`src/rtl/rsa_pkg.sv`:
```
// Shared types and helpers for the RSA message scheduler and its FIFO.
package rsa_pkg;

  localparam int DATA_W_DEF = 7;

  typedef enum logic [1:0] {
    IDLE     = 2'd0,
    ISSUE    = 2'd1,
    WAIT_ENC = 2'd2,
    HOLD     = 2'd3
  } sched_state_e;

  // Occupancy counter must be able to hold DEPTH itself, hence the extra bit.
  function automatic int cnt_width(input int depth);
    return $clog2(depth) + 1;
  endfunction

endpackage

```
`src/rtl/rsa_msg_fifo.sv`:
```
// Synchronous message FIFO; pointers wrap modulo DEPTH (power of two).
module rsa_msg_fifo
  import rsa_pkg::*;
#(
  parameter int DATA_W = DATA_W_DEF,
  parameter int DEPTH  = 4,
  parameter int CW     = cnt_width(DEPTH)
) (
  input  logic              clk,
  input  logic              reset,
  input  logic              push,
  input  logic [DATA_W-1:0] push_data,
  input  logic              pop,
  output logic [DATA_W-1:0] head,
  output logic [CW-1:0]     count,
  output logic              not_full
);

  localparam int AW = (DEPTH > 1) ? $clog2(DEPTH) : 1;

  logic [DATA_W-1:0] mem_q [DEPTH];
  logic [DATA_W-1:0] mem_d [DEPTH];
  logic [AW-1:0]     wr_ptr_q, wr_ptr_d;
  logic [AW-1:0]     rd_ptr_q, rd_ptr_d;
  logic [CW-1:0]     count_q, count_d;
  logic              push_ok, pop_ok;

  assign not_full = (count_q < CW'(DEPTH));
  assign push_ok  = push && not_full;
  assign pop_ok   = pop && (count_q != '0);
  assign head     = mem_q[rd_ptr_q];
  assign count    = count_q;

  always_comb begin
    mem_d    = mem_q;
    wr_ptr_d = wr_ptr_q;
    rd_ptr_d = rd_ptr_q;
    count_d  = count_q;
    if (push_ok) begin
      mem_d[wr_ptr_q] = push_data;
      wr_ptr_d        = wr_ptr_q + AW'(1);
    end
    if (pop_ok) begin
      rd_ptr_d = rd_ptr_q + AW'(1);
    end
    case ({push_ok, pop_ok})
      2'b10:   count_d = count_q + CW'(1);
      2'b01:   count_d = count_q - CW'(1);
      default: count_d = count_q;
    endcase
  end

  always_ff @(posedge clk or negedge reset) begin
    if (!reset) begin
      for (int i = 0; i < DEPTH; i++) mem_q[i] <= '0;
      wr_ptr_q <= '0;
      rd_ptr_q <= '0;
      count_q  <= '0;
    end else begin
      mem_q    <= mem_d;
      wr_ptr_q <= wr_ptr_d;
      rd_ptr_q <= rd_ptr_d;
      count_q  <= count_d;
    end
  end

endmodule

```
`src/rtl/rsa_msg_scheduler.sv`:
```
// Buffers plaintext, feeds the rsa_encrypt core one message at a time, returns ciphertext.
// Optional saturating error counter output enabled by RSA_SCHED_ERRCNT_EN.
//
// state    | meaning
// IDLE     | waiting for key_done and a queued message
// ISSUE    | enc_m presented; range check against n
// WAIT_ENC | down-counting the encryption core latency
// HOLD     | result valid, waiting for c_ready
module rsa_msg_scheduler
  import rsa_pkg::*;
#(
  parameter int DATA_W  = DATA_W_DEF,
  parameter int DEPTH   = 4,
  parameter int ENC_LAT = 2,
  parameter int CW      = cnt_width(DEPTH)
) (
  input  logic              clk,
  input  logic              reset,
  input  logic              key_done,
  input  logic [DATA_W-1:0] n,
  input  logic [DATA_W-1:0] m_in,
  input  logic              m_valid,
  output logic              m_ready,
  output logic [DATA_W-1:0] enc_m,
  input  logic [DATA_W-1:0] enc_c,
  output logic [DATA_W-1:0] c_out,
  output logic              c_err,
  output logic              c_valid,
  input  logic              c_ready,
  output logic              busy,
  output logic [CW-1:0]     fifo_count
`ifdef RSA_SCHED_ERRCNT_EN
  ,
  output logic [7:0]        err_cnt
`endif
);

  localparam int LW = (ENC_LAT > 1) ? $clog2(ENC_LAT) : 1;

  sched_state_e      state_q, state_d;
  logic [DATA_W-1:0] enc_m_q, enc_m_d;
  logic [DATA_W-1:0] c_out_q, c_out_d;
  logic              c_err_q, c_err_d;
  logic [LW-1:0]     lat_q, lat_d;
  logic              pop;
  logic              push;
  logic              fifo_not_full;
  logic [DATA_W-1:0] fifo_head;

  assign push = m_valid && fifo_not_full;

  rsa_msg_fifo #(
    .DATA_W (DATA_W),
    .DEPTH  (DEPTH),
    .CW     (CW)
  ) u_fifo (
    .clk       (clk),
    .reset     (reset),
    .push      (push),
    .push_data (m_in),
    .pop       (pop),
    .head      (fifo_head),
    .count     (fifo_count),
    .not_full  (fifo_not_full)
  );

  assign m_ready = fifo_not_full;
  assign enc_m   = enc_m_q;
  assign c_out   = c_out_q;
  assign c_err   = c_err_q;
  assign c_valid = (state_q == HOLD);
  assign busy    = (state_q != IDLE);

  always_comb begin
    state_d = state_q;
    enc_m_d = enc_m_q;
    c_out_d = c_out_q;
    c_err_d = c_err_q;
    lat_d   = lat_q;
    pop     = 1'b0;
    case (state_q)
      IDLE: begin
        if (key_done && (fifo_count != '0)) begin
          enc_m_d = fifo_head;
          state_d = ISSUE;
        end
      end
      ISSUE: begin
        // Losing the key leaves the head queued so it is retried later.
        if (!key_done) begin
          state_d = IDLE;
        end else if ((enc_m_q >= n) || (n < DATA_W'(2))) begin
          c_out_d = '0;
          c_err_d = 1'b1;
          pop     = 1'b1;
          state_d = HOLD;
        end else begin
          lat_d   = LW'(ENC_LAT - 1);
          state_d = WAIT_ENC;
        end
      end
      WAIT_ENC: begin
        if (!key_done) begin
          state_d = IDLE;
        end else if (lat_q == '0) begin
          c_out_d = enc_c;
          c_err_d = 1'b0;
          pop     = 1'b1;
          state_d = HOLD;
        end else begin
          lat_d = lat_q - LW'(1);
        end
      end
      HOLD: begin
        if (c_ready) begin
          if (key_done && (fifo_count != '0)) begin
            enc_m_d = fifo_head;
            state_d = ISSUE;
          end else begin
            state_d = IDLE;
          end
        end
      end
      default: state_d = IDLE;
    endcase
  end

  always_ff @(posedge clk or negedge reset) begin
    if (!reset) begin
      state_q <= IDLE;
      enc_m_q <= '0;
      c_out_q <= '0;
      c_err_q <= 1'b0;
      lat_q   <= '0;
    end else begin
      state_q <= state_d;
      enc_m_q <= enc_m_d;
      c_out_q <= c_out_d;
      c_err_q <= c_err_d;
      lat_q   <= lat_d;
    end
  end

`ifdef RSA_SCHED_ERRCNT_EN
  logic [7:0] err_cnt_q, err_cnt_d;

  always_comb begin
    err_cnt_d = err_cnt_q;
    if (c_valid && c_ready && c_err_q && (err_cnt_q != 8'hFF)) begin
      err_cnt_d = err_cnt_q + 8'd1;
    end
  end

  always_ff @(posedge clk or negedge reset) begin
    if (!reset) err_cnt_q <= 8'd0;
    else        err_cnt_q <= err_cnt_d;
  end

  assign err_cnt = err_cnt_q;
`endif

endmodule

```
`config.mk`:
```
export PLATFORM = sky130hd
export DESIGN_NAME = rsa_msg_scheduler
export DESIGN_NICKNAME = d
export VERILOG_FILES = /design/src/rtl/rsa_pkg.sv /design/src/rtl/rsa_msg_fifo.sv /design/src/rtl/rsa_msg_scheduler.sv
export SDC_FILE = /design/constraint.sdc
export NUM_CORES = 1
export LEC_CHECK = 0
export CORE_UTILIZATION = 28
export DETAILED_ROUTE_END_ITERATION = 16
export SETUP_SLACK_MARGIN = 0.5
export SYNTH_ARGS = -nofsm -noshare
export SYNTH_HDL_FRONTEND = slang
export SYNTH_SLANG_ARGS = --single-unit
```
`constraint.sdc`:
```
create_clock -name clk -period 4.4 [get_ports clk]
set_input_delay 0.66 -clock clk [delete_from_list [all_inputs] [get_ports clk]]
set_output_delay 0.66 -clock clk [all_outputs]
set_load 0.01 [all_outputs]
```
; Word-level counts from Yosys, hierarchy flattened
; Index checks and enable logic that the tools add are counted.
[op_classes]
n_addsub = 5
mul = 0
div_mod_pow = 0
n_lt_le_gt_ge = 6
eq_ne = 13
shift = 0
n_mux = 38
n_bitwise = 2
reduce_logical = 16
[ops]
columns = cell, count
row1 = 7-bit 2-to-1 mux, 9
row2 = 28-bit bitwise mux, 1
row3 = 7-bit one-hot mux with 2 select lines, 2
row4 = 7-bit binary-select mux with 2-bit select, 1
row5 = 7-bit demux with 2-bit select, 1
row6 = 1-bit 2-to-1 mux, 14
row7 = 2-bit != test (second input constant), 6
row8 = 2-bit 2-to-1 mux, 5
row9 = 2-bit one-hot mux with 4 select lines, 1
row10 = 2-bit nonzero test, 4
row11 = 7-bit >= comparator, 1
row12 = 7-bit by 2-bit < comparator with 1-bit output (second input constant), 1
row13 = 2-bit == test (second input constant), 3
row14 = 3-bit >= comparator (second input constant), 2
row15 = 2-bit inverter with 3-bit output, 2
row16 = 1-bit one-hot mux with 2 select lines, 3
row17 = 3-bit one-hot mux with 2 select lines, 1
row18 = 1-bit logical AND, 5
row19 = 5-bit AND reduction, 1
row20 = 2-bit by 1-bit adder with 2-bit output (second input constant), 2
row21 = 2-bit by 1-bit == test with 1-bit output (second input constant), 2
row22 = 4-bit AND reduction, 1
row23 = 3-bit by 1-bit adder with 3-bit output (second input constant), 1
row24 = 3-bit by 1-bit < comparator with 1-bit output (second input constant), 1
row25 = 10 further kinds, 10
[totals]
reg_bits = 53
latch_bits = 0
mem_bits_rw = 0
romBits = 0
in_bits = 26
n_memories = 0

; Logic depth before layout (Yosys ltp)
; Gate-level depths: netlist (run 1).
[logic_depth]
word_depth = 8
ltp_mapped = 12
mapped_depth_nobuf = 12

; Modules after synthesis
; Synthesis (run 1) repeated with hierarchy kept, for this count alone.
[unflattened]
hier_cells = 214
area_unflattened_um2 = 2882.8
[modules_own_cells]
columns = mod, n_inst, cells_per_inst, area_each_um2
row1 = rsa_msg_fifo, 1, 103, 1769.2
row2 = rsa_msg_scheduler, 1, 111, 1113.6

; Worst setup path after synthesis (run 1)
; No wires, ideal clock.
[synth_path]
path_type = in2reg
startpoint = input port n[0]
endpoint = register u_fifo.count_q[1] (netlist: u_fifo.count[1])
t_arrival_ns = 2.830
required_ns = 4.317
setup_slack_ns = 1.488
path_stages = 9
path_cell_list = ha_1 nand2b_1 a211o_1 a221o_1 o31a_1 ha_1 inv_1 fa_1 o21ai_0
[synth_via]
elab_chain_cells = 8
word_cells_on_any_way = 11
classes_between = order compare: 2 / eq/ne: 2 / mux: 4 / reduce/logical: 3
[synth_lines]
columns = element, line_no
row1 = from (decl), rsa_msg_scheduler.sv:20  ; input logic [DATA_W-1:0] n,
row2 = 7-bit >= comparator or 7-bit by 2-bit < comparator with 1-bit output (tied branches), rsa_msg_scheduler.sv:92  ; end else if ((enc_m_q >= n) || (n < DATA_W'(2))) begin
row3 = 1-bit logical OR (*), rsa_msg_scheduler.sv:92
row4 = 1-bit 2-to-1 mux (*), rsa_msg_scheduler.sv:92
row5 = 1-bit 2-to-1 mux (*), rsa_msg_scheduler.sv:90  ; if (!key_done) begin
row6 = 1-bit one-hot mux with 2 select lines (*), rsa_msg_scheduler.sv:81  ; case (state_q)
row7 = 1-bit logical AND (*), rsa_msg_fifo.sv:30  ; assign pop_ok = pop && (count_q != '0);
row8 = via u_fifo.pop_ok, rsa_msg_fifo.sv:26  ; logic push_ok, pop_ok;
row9 = 2-bit by 1-bit == test with 1-bit output or 2-bit == test (tied branches), rsa_msg_fifo.sv:46  ; case ({push_ok, pop_ok})
row10 = 3-bit one-hot mux with 2 select lines or 2-bit nonzero test (tied branches), n/a
row11 = to (signal assigned), rsa_msg_fifo.sv:63  ; count_q <= count_d;
row12 = to (decl), rsa_msg_fifo.sv:25  ; logic [CW-1:0] count_q, count_d;
; Mark *: on every way through the listed nets, which the timed path passes. The rest lies on a longest branch.
; A chain may end at the register's enable or synchronous reset.

; Final worst setup path (run 1)
; Ends and elaborated chain as after synthesis.

==> results of run 1 <==
power groups by stage:
stage	clock network [mW]	registers [mW]	logic, mW
global placement	0	0.892	0.929
detailed placement	0	0.905	0.949
global route	0.321	0.927	1.04
floorplan	0	0.856	0.655
finish	0.290	0.891	0.942
CTS	0.304	0.895	0.953
synth_stat cells (2+ instances only):
cell	count
xor2_1	2
nand2_1	18
dfrtp_1	53
a21oi_1	2
ha_1	17
nor2_1	7
nand3_1	2
o311ai_0	2
inv_1	28
mux2_2	34
a31oi_1	2
mux4_2	7
mux2i_1	9
clkbuf_1	3
xnor2_1	4
a211oi_1	2
o21ai_0	8
per-stage QoR:
step	cells	hold WS (ps)	worst slack, ps
final	398	457	1220
after global routing	398	519	1140
after CTS	398	485	1230
after detailed placement	390	492	900
after global placement	390	481	946
after floorplan	219	364	1490
logic make-up (layout without fill, tap and decap cells):
family	count (synthesis)	in the layout	share of synthesized area (%)
buffers and inverters	33	83	4.88
AND/OR/NAND/NOR	35	35	5.72
flip-flops	53	53	49.3
AO/OA/AOI/OAI	24	24	6.09
multiplexers	50	50	23.4
adder cells (fa/ha/maj)	18	18	8.65
XOR/XNOR	6	6	1.95
worst max-delay path by stage:
| stage | end | slack [ps] | depth (start not counted) |
|---|---|---|---|
| 2_1_floorplan | u_fifo.count[1] | 1490 | 9 |
| 3_3_place_gp | u_fifo.count[1] | 950 | 10 |
| 3_5_place_dp | u_fifo.count[1] | 900 | 10 |
| 4_1_cts | u_fifo.count[1] | 1230 | 10 |
| 5_1_grt | u_fifo.count[2] | 1140 | 12 |
| 6_report | u_fifo.count[1] | 1220 | 10 |
final cells by class:
type	count	area, um^2	share of cell area [%]
well taps	129	161	4.77
multi-input cells	133	1230	36.5
clock inverters	3	25.0	0.740
clock buffers	5	68.8	2.03
inverters	28	105	3.11
repair buffers	47	463	13.7
flip-flops and latches	53	1330	39.2
registers in the layout, summed over array words and instances, names as in the netlist:
signal	flops
enc_m	7
state_q	2
u_fifo.count	3
u_fifo.wr_ptr_q	2
lat_q	1
c_out	7
u_fifo.rd_ptr_q	2
u_fifo.mem_q	28
c_err	1
worst max-delay path: stages:
cell	delay, ps
clkdlybuf4s50_1	410
ha_1	280
nand2b_1	140
a211o_1	290
a221o_1	460
o31a_1	320
ha_1	230
inv_1	70
fa_1	390
o21ai_0	160
layer usage:
metal / up-vias / track usage [%]
met2: 36 / 18.8
met5: - / 0
li1: 858 / -
met3: 6 / 2.58
met4: 0 / 3.34
met1: 858 / 14.5
==> results.md, run 1 <==
- Worst setup EP type: flip-flop
- Drt wl/cell: 13.4 um
- Post-synth EDFFs: 0
- Mapped Cells: 219
- # port buffers: 46
- Part of the power in the clock network: 13.7%
- Post-CTS setup buffer count: 0
- Final WL: 5330 um
- Max Root-Sink Buffers: 2
- Gate power share: 44.4%
- Fin area: 3380 um^2
- # IOs: 47
- Antenna cells: 0
- Layout cells sized above 1: 19.0%
- Final RePlAce weighted congestion: 0.730
- Fin. max-slew vios: 0
- WL met1: 2520 um
- Largest net degree at the start of global routing: 54
- Antenna-violating nets left: 0
- Final hold violations: 0
- Status: completed
- Max VDD drop: 177 uV
- Power Density: 627 nW/um^2
- CP Launch Type: input pin
- First-pass GRT wire length: 8880 um
- Crit Path Category: input pin to flip-flop
- Core area: 9280 um^2
- Clk slew on worst S/H paths: 100 ps
- Grt ovf: 0
- Max Clk Rate: 314 MHz
- DRC Markers: 0
- Synth top area cells: dfrtp_1 49%, mux2_2 14%, ha_1 7.9%, mux4_2 5.9%, inv_1 3.9%
- RSZ-0062 raised after global routing: no
- Clock Sinks: 53
- Routed vias/inst: 4.42
- Post-synthesis sequential area ratio: 49.3%
- CP startpoint: n[0]
- Fillcell total: 944
- Initial antenna violation count: 0
- Setup violators final: 0
- Synth Register Bits: 53
- Mapped cell area: 2690 um^2
- Die extent in y: 100 um
- Final #Nets: 312
- Worst r2r src: enc_m[0]
- Synth warn: 0
- Reg2Reg Setup Slack: 1590 ps
- Seq pwr share: 42.0%
- Dpl hpwl: 3820 um
- Worst-Margin Slew: 686 ps
- Worst r2r path cells: 10
- Starting Density: 29.0%
- Drt first-iter violations: 60
- Async SR Flop Fraction: 100%
- Final Util: 36.4%
- CTS Buf Count: 5
- Die area: 10,000 um^2
- Post_cts resized: 0
- Synth Net Count: 263
- Max Cap Viol: 0
- CTS tree: built
- Worst-skew pair later-pin latency: 310 ps
- Post-synth top area share: 49.3%
- Fin crit period: 3180 ps
- Switching share of total power: 34.7%
- Die W: 100 um
- Reg2reg end: u_fifo.count[1]
- Layout Skew: 3.56 ps
- Top FF cell, synth: dfrtp_1
- Hold crit path type: input pin to asynchronous set/reset pin
- Area grow syn2layout: 25.7%
- Setup TNS: 0 ps
- Pre-antenna DRT Iters: 4
- Worst relative slew slack: 54.2%
- Top Layer Used: met4
- Average size of a mapped cell: 12.3 um^2
- Total power: 2.12 mW
- Cts-stage hold buffer count: 0
- Yosys top cell by area: dfrtp_1
- DR vias: 1,758
- Tcrit/Tclk final: 72.3%
- Met2 WL: 2550 um
- Number of distinct library cells after synthesis: 36
- P_int: 1.39 mW
- Critical path arrival: 3420 ps
- CTS Root Cell: clkbuf_8
- Htree depth: 2
- Vias in the first global route: 1,783
- Wire length on met3: 191 um
- Gr usage total: 11.2%
- CP required: 4640 ps
- Post-DP Area: 3290 um^2
- Crit Path Max Fanout: 8
- Rows: 35
- Total net switching power: 0.736 mW
- Most frequent cells in the layout: 53 x dfrtp_1, 45 x clkdlybuf4s50_1, 34 x mux2_2, 28 x inv_1, 18 x nand2_1
- Most common cell after layout, fill and taps aside: dfrtp_1
- Static leakage: 1.44 nW
Note: power is estimated with default switching activity, not from simulation.
==> inputs of run 2 (changes only) <==
- clock period: 4.4 -> 3.25 ns (I/O delays scaled with it)
==> run 2 against run 1 <==
Clock-buffer cell count unchanged; sequential power up 36%; global-route usage up 0.44 points; design area up 3.3%; die area unchanged; utilization up 1.2 points; worst hold slack worse by 270 ps; first-iteration DRC count down 35%; via count up 3.7%; largest cell class unchanged; total power up 39%; critical path type is now flip-flop to flip-flop; flip-flop and latch count unchanged; worst setup slack worse by 550 ps.
==> results.md, run 2 (synthesized netlist as in run 1, its figures left out) <==
- CP Launch Type: flip-flop (was input pin)
- Largest Register: u_fifo.mem_q (unchanged)
- Max Cap Viol: 0 (unchanged)
- Setup violators final: 0 (unchanged)
- Worst-Margin Slew: 613 ps (was 686 ps)
- Starting Density: 29.0% (unchanged)
- Core area: 9280 um^2 (unchanged)
- # IOs: 47 (unchanged)
- CTS Root Cell: clkbuf_8 (unchanged)
- Worst relative slew slack: 59.1% (was 54.2%)
- Gate power share: 45.9% (was 44.4%)
- Drt first-iter violations: 39 (was 60)
- Final RePlAce weighted congestion: 0.742 (was 0.730)
- DRC Markers: 0 (unchanged)
- Initial antenna violation count: 0 (unchanged)
- Worst r2r src: enc_m[0] (unchanged)
- Pre-antenna DRT Iters: 4 (unchanged)
- Final WL: 5480 um (was 5330 um)
- Total net switching power: 1.02 mW (was 0.736 mW)
- Vias in the first global route: 1,894 (was 1,783)
- Fillcell total: 968 (was 944)
- Rows: 35 (unchanged)
- Gr usage total: 11.7% (was 11.2%)
- Final Util: 37.6% (was 36.4%)
- Dpl hpwl: 4100 um (was 3820 um)
- Fin. max-slew vios: 0 (unchanged)
- CP required: 3450 ps (was 4640 ps)
- Total power: 2.95 mW (was 2.12 mW)
- Most frequent cells in the layout: 53 x dfrtp_1, 38 x clkdlybuf4s50_1, 34 x mux2_2, 25 x inv_1, 18 x nand2_1 (was 53 x dfrtp_1, 45 x clkdlybuf4s50_1, 34 x mux2_2, 28 x inv_1, 18 x nand2_1)
- Antenna-violating nets left: 0 (unchanged)
- Hold crit path type: input pin to asynchronous set/reset pin (unchanged)
- Worst r2r path cells: 12 (was 10)
- Seq pwr share: 41.0% (was 42.0%)
- Layout Skew: 8.81 ps (was 3.56 ps)
- Die W: 100 um (unchanged)
- Tcrit/Tclk final: 79.5%
- Antenna cells: 0 (unchanged)
- Largest register FFs: 28 (unchanged)
- Reg2reg end: u_fifo.count[2] (was u_fifo.count[1])
- Worst-skew pair later-pin latency: 310 ps (about the same)
- Most common cell after layout, fill and taps aside: dfrtp_1 (unchanged)
- Area grow syn2layout: 29.8% (was 25.7%)
- Routed vias/inst: 4.49 (was 4.42)
- Htree depth: 2 (unchanged)
- Fin area: 3490 um^2 (was 3380 um^2)
- First-pass GRT wire length: 9210 um (was 8880 um)
- Clk slew on worst S/H paths: 100 ps (about the same)
- Switching share of total power: 34.5% (was 34.7%)
- Clock Sinks: 53 (unchanged)
- Post-DP Area: 3310 um^2 (was 3290 um^2)
- Worst setup EP type: flip-flop (unchanged)
- Die area: 10,000 um^2 (unchanged)
- CTS Buf Count: 5 (unchanged)
- Layout cells sized above 1: 24.5% (was 19.0%)
- # port buffers: 46 (unchanged)
- Power Density: 844 nW/um^2 (was 627 nW/um^2)
- Grt ovf: 0 (unchanged)
- Critical path arrival: 2790 ps (was 3420 ps)
- Final hold violations: 0 (unchanged)
- Die extent in y: 100 um (unchanged)
- Fin crit period: 2590 ps
- Max Clk Rate: 387 MHz
- RSZ-0062 raised after global routing: no (unchanged)
- Max Root-Sink Buffers: 2 (unchanged)
- Hold Slack: 182 ps (was 457 ps)
- Max VDD drop: 276 uV (was 177 uV)
- P_int: 1.93 mW (was 1.39 mW)
- DR vias: 1,823 (was 1,758)
- Crit Path Category: flip-flop to flip-flop (was input pin to flip-flop)
- CTS tree: built (unchanged)
- Static leakage: 1.54 nW (was 1.44 nW)
- Largest net degree at the start of global routing: 28 (was 54)
- Drt wl/cell: 13.5 um (was 13.4 um)
- Status: completed (unchanged)
- Final #Nets: 320 (was 312)
- Crit Path Max Fanout: 2 (was 8)
- Part of the power in the clock network: 13.1% (was 13.7%)
- Reg2Reg Setup Slack: 660 ps (was 1590 ps)
-- run 2: cell types whose count changed in the layout (fill, tap and decap cells not counted), sizes merged --
| cell | before | now |
|---|---|---|
| dlymetal6s2s | 0 | 5 |
| dlygate4sd2 | 0 | 2 |
| clkdlybuf4s50 | 45 | 38 |
| clkinv | 0 | 1 |
| inv | 30 | 29 |
| buf | 2 | 10 |
-- run 2: per-stage QoR --
stage / std cells / setup TNS (ps) / worst slack, ps
finish: 406 / 0 / 665
global route: 406 / 0 / 487
CTS: 403 / 0 / 508
detailed placement: 393 / -3.78 / -3.78
global placement: 393 / 0 / 42.9
floorplan: 219 / 0 / 510
-- run 2: metal layers --
layer	GRT usage (%)	up-vias	part of all wire, %
met4	2.68	0	0.73
met5	0	-	0
li1	-	880	-
met2	20.1	28	51
met3	2.65	5	3.4
met1	15.0	910	45
-- run 2: worst max-delay path: stages, from the launching register on --
cell      delay (ps)
dfrtp_1          400
inv_2             80
ha_4             200
nand2b_4         130
a211o_1          240
a221o_1          390
o31a_1           280
ha_2             200
inv_2             50
fa_2             180
xor2_1           140
nor2_1            70
xnor2_1          120
-- run 2: repair_timing --
action | 4_1_cts | 5_1_grt
buffers inserted | 2 | 3
hold buffers | 0 | 0
pin swaps | 7 | 11
resized for setup | 7 | 10
setup endpoints to repair | 2 | 2
-- run 2: power groups by stage --
stage          Combinational, mW  Clock (mW)  Sequential (mW)
2_1_floorplan              0.887           0             1.16
3_3_place_gp                1.27           0             1.21
3_5_place_dp                1.31           0             1.23
4_1_cts                     1.34       0.406             1.21
5_1_grt                     1.51       0.430             1.26
6_report                    1.35       0.386             1.21
-- run 2: how the worst max path moves through the flow --
stage             start  cells after the start  slack [ps]              end
5_1_grt        enc_m[0]                     12         490  u_fifo.count[2]
2_1_floorplan      n[0]                      9         510  u_fifo.count[1]
3_3_place_gp       n[0]                     10          40  u_fifo.count[1]
6_report       enc_m[0]                     12         660  u_fifo.count[2]
3_5_place_dp       n[0]                     10          -4  u_fifo.count[1]
4_1_cts            n[4]                     11         510  u_fifo.count[1]
-- run 2: cell type report --
class	instances	area (um^2)	area share, %
Tap cell	129	161	4.62
Multi-Input combinational cell	133	1270	36.5
Clock inverter	3	25.0	0.716
Timing Repair Buffer	55	533	15.3
Clock buffer	5	68.8	1.97
Inverter	28	105	3.01
Sequential cell	53	1330	38.0
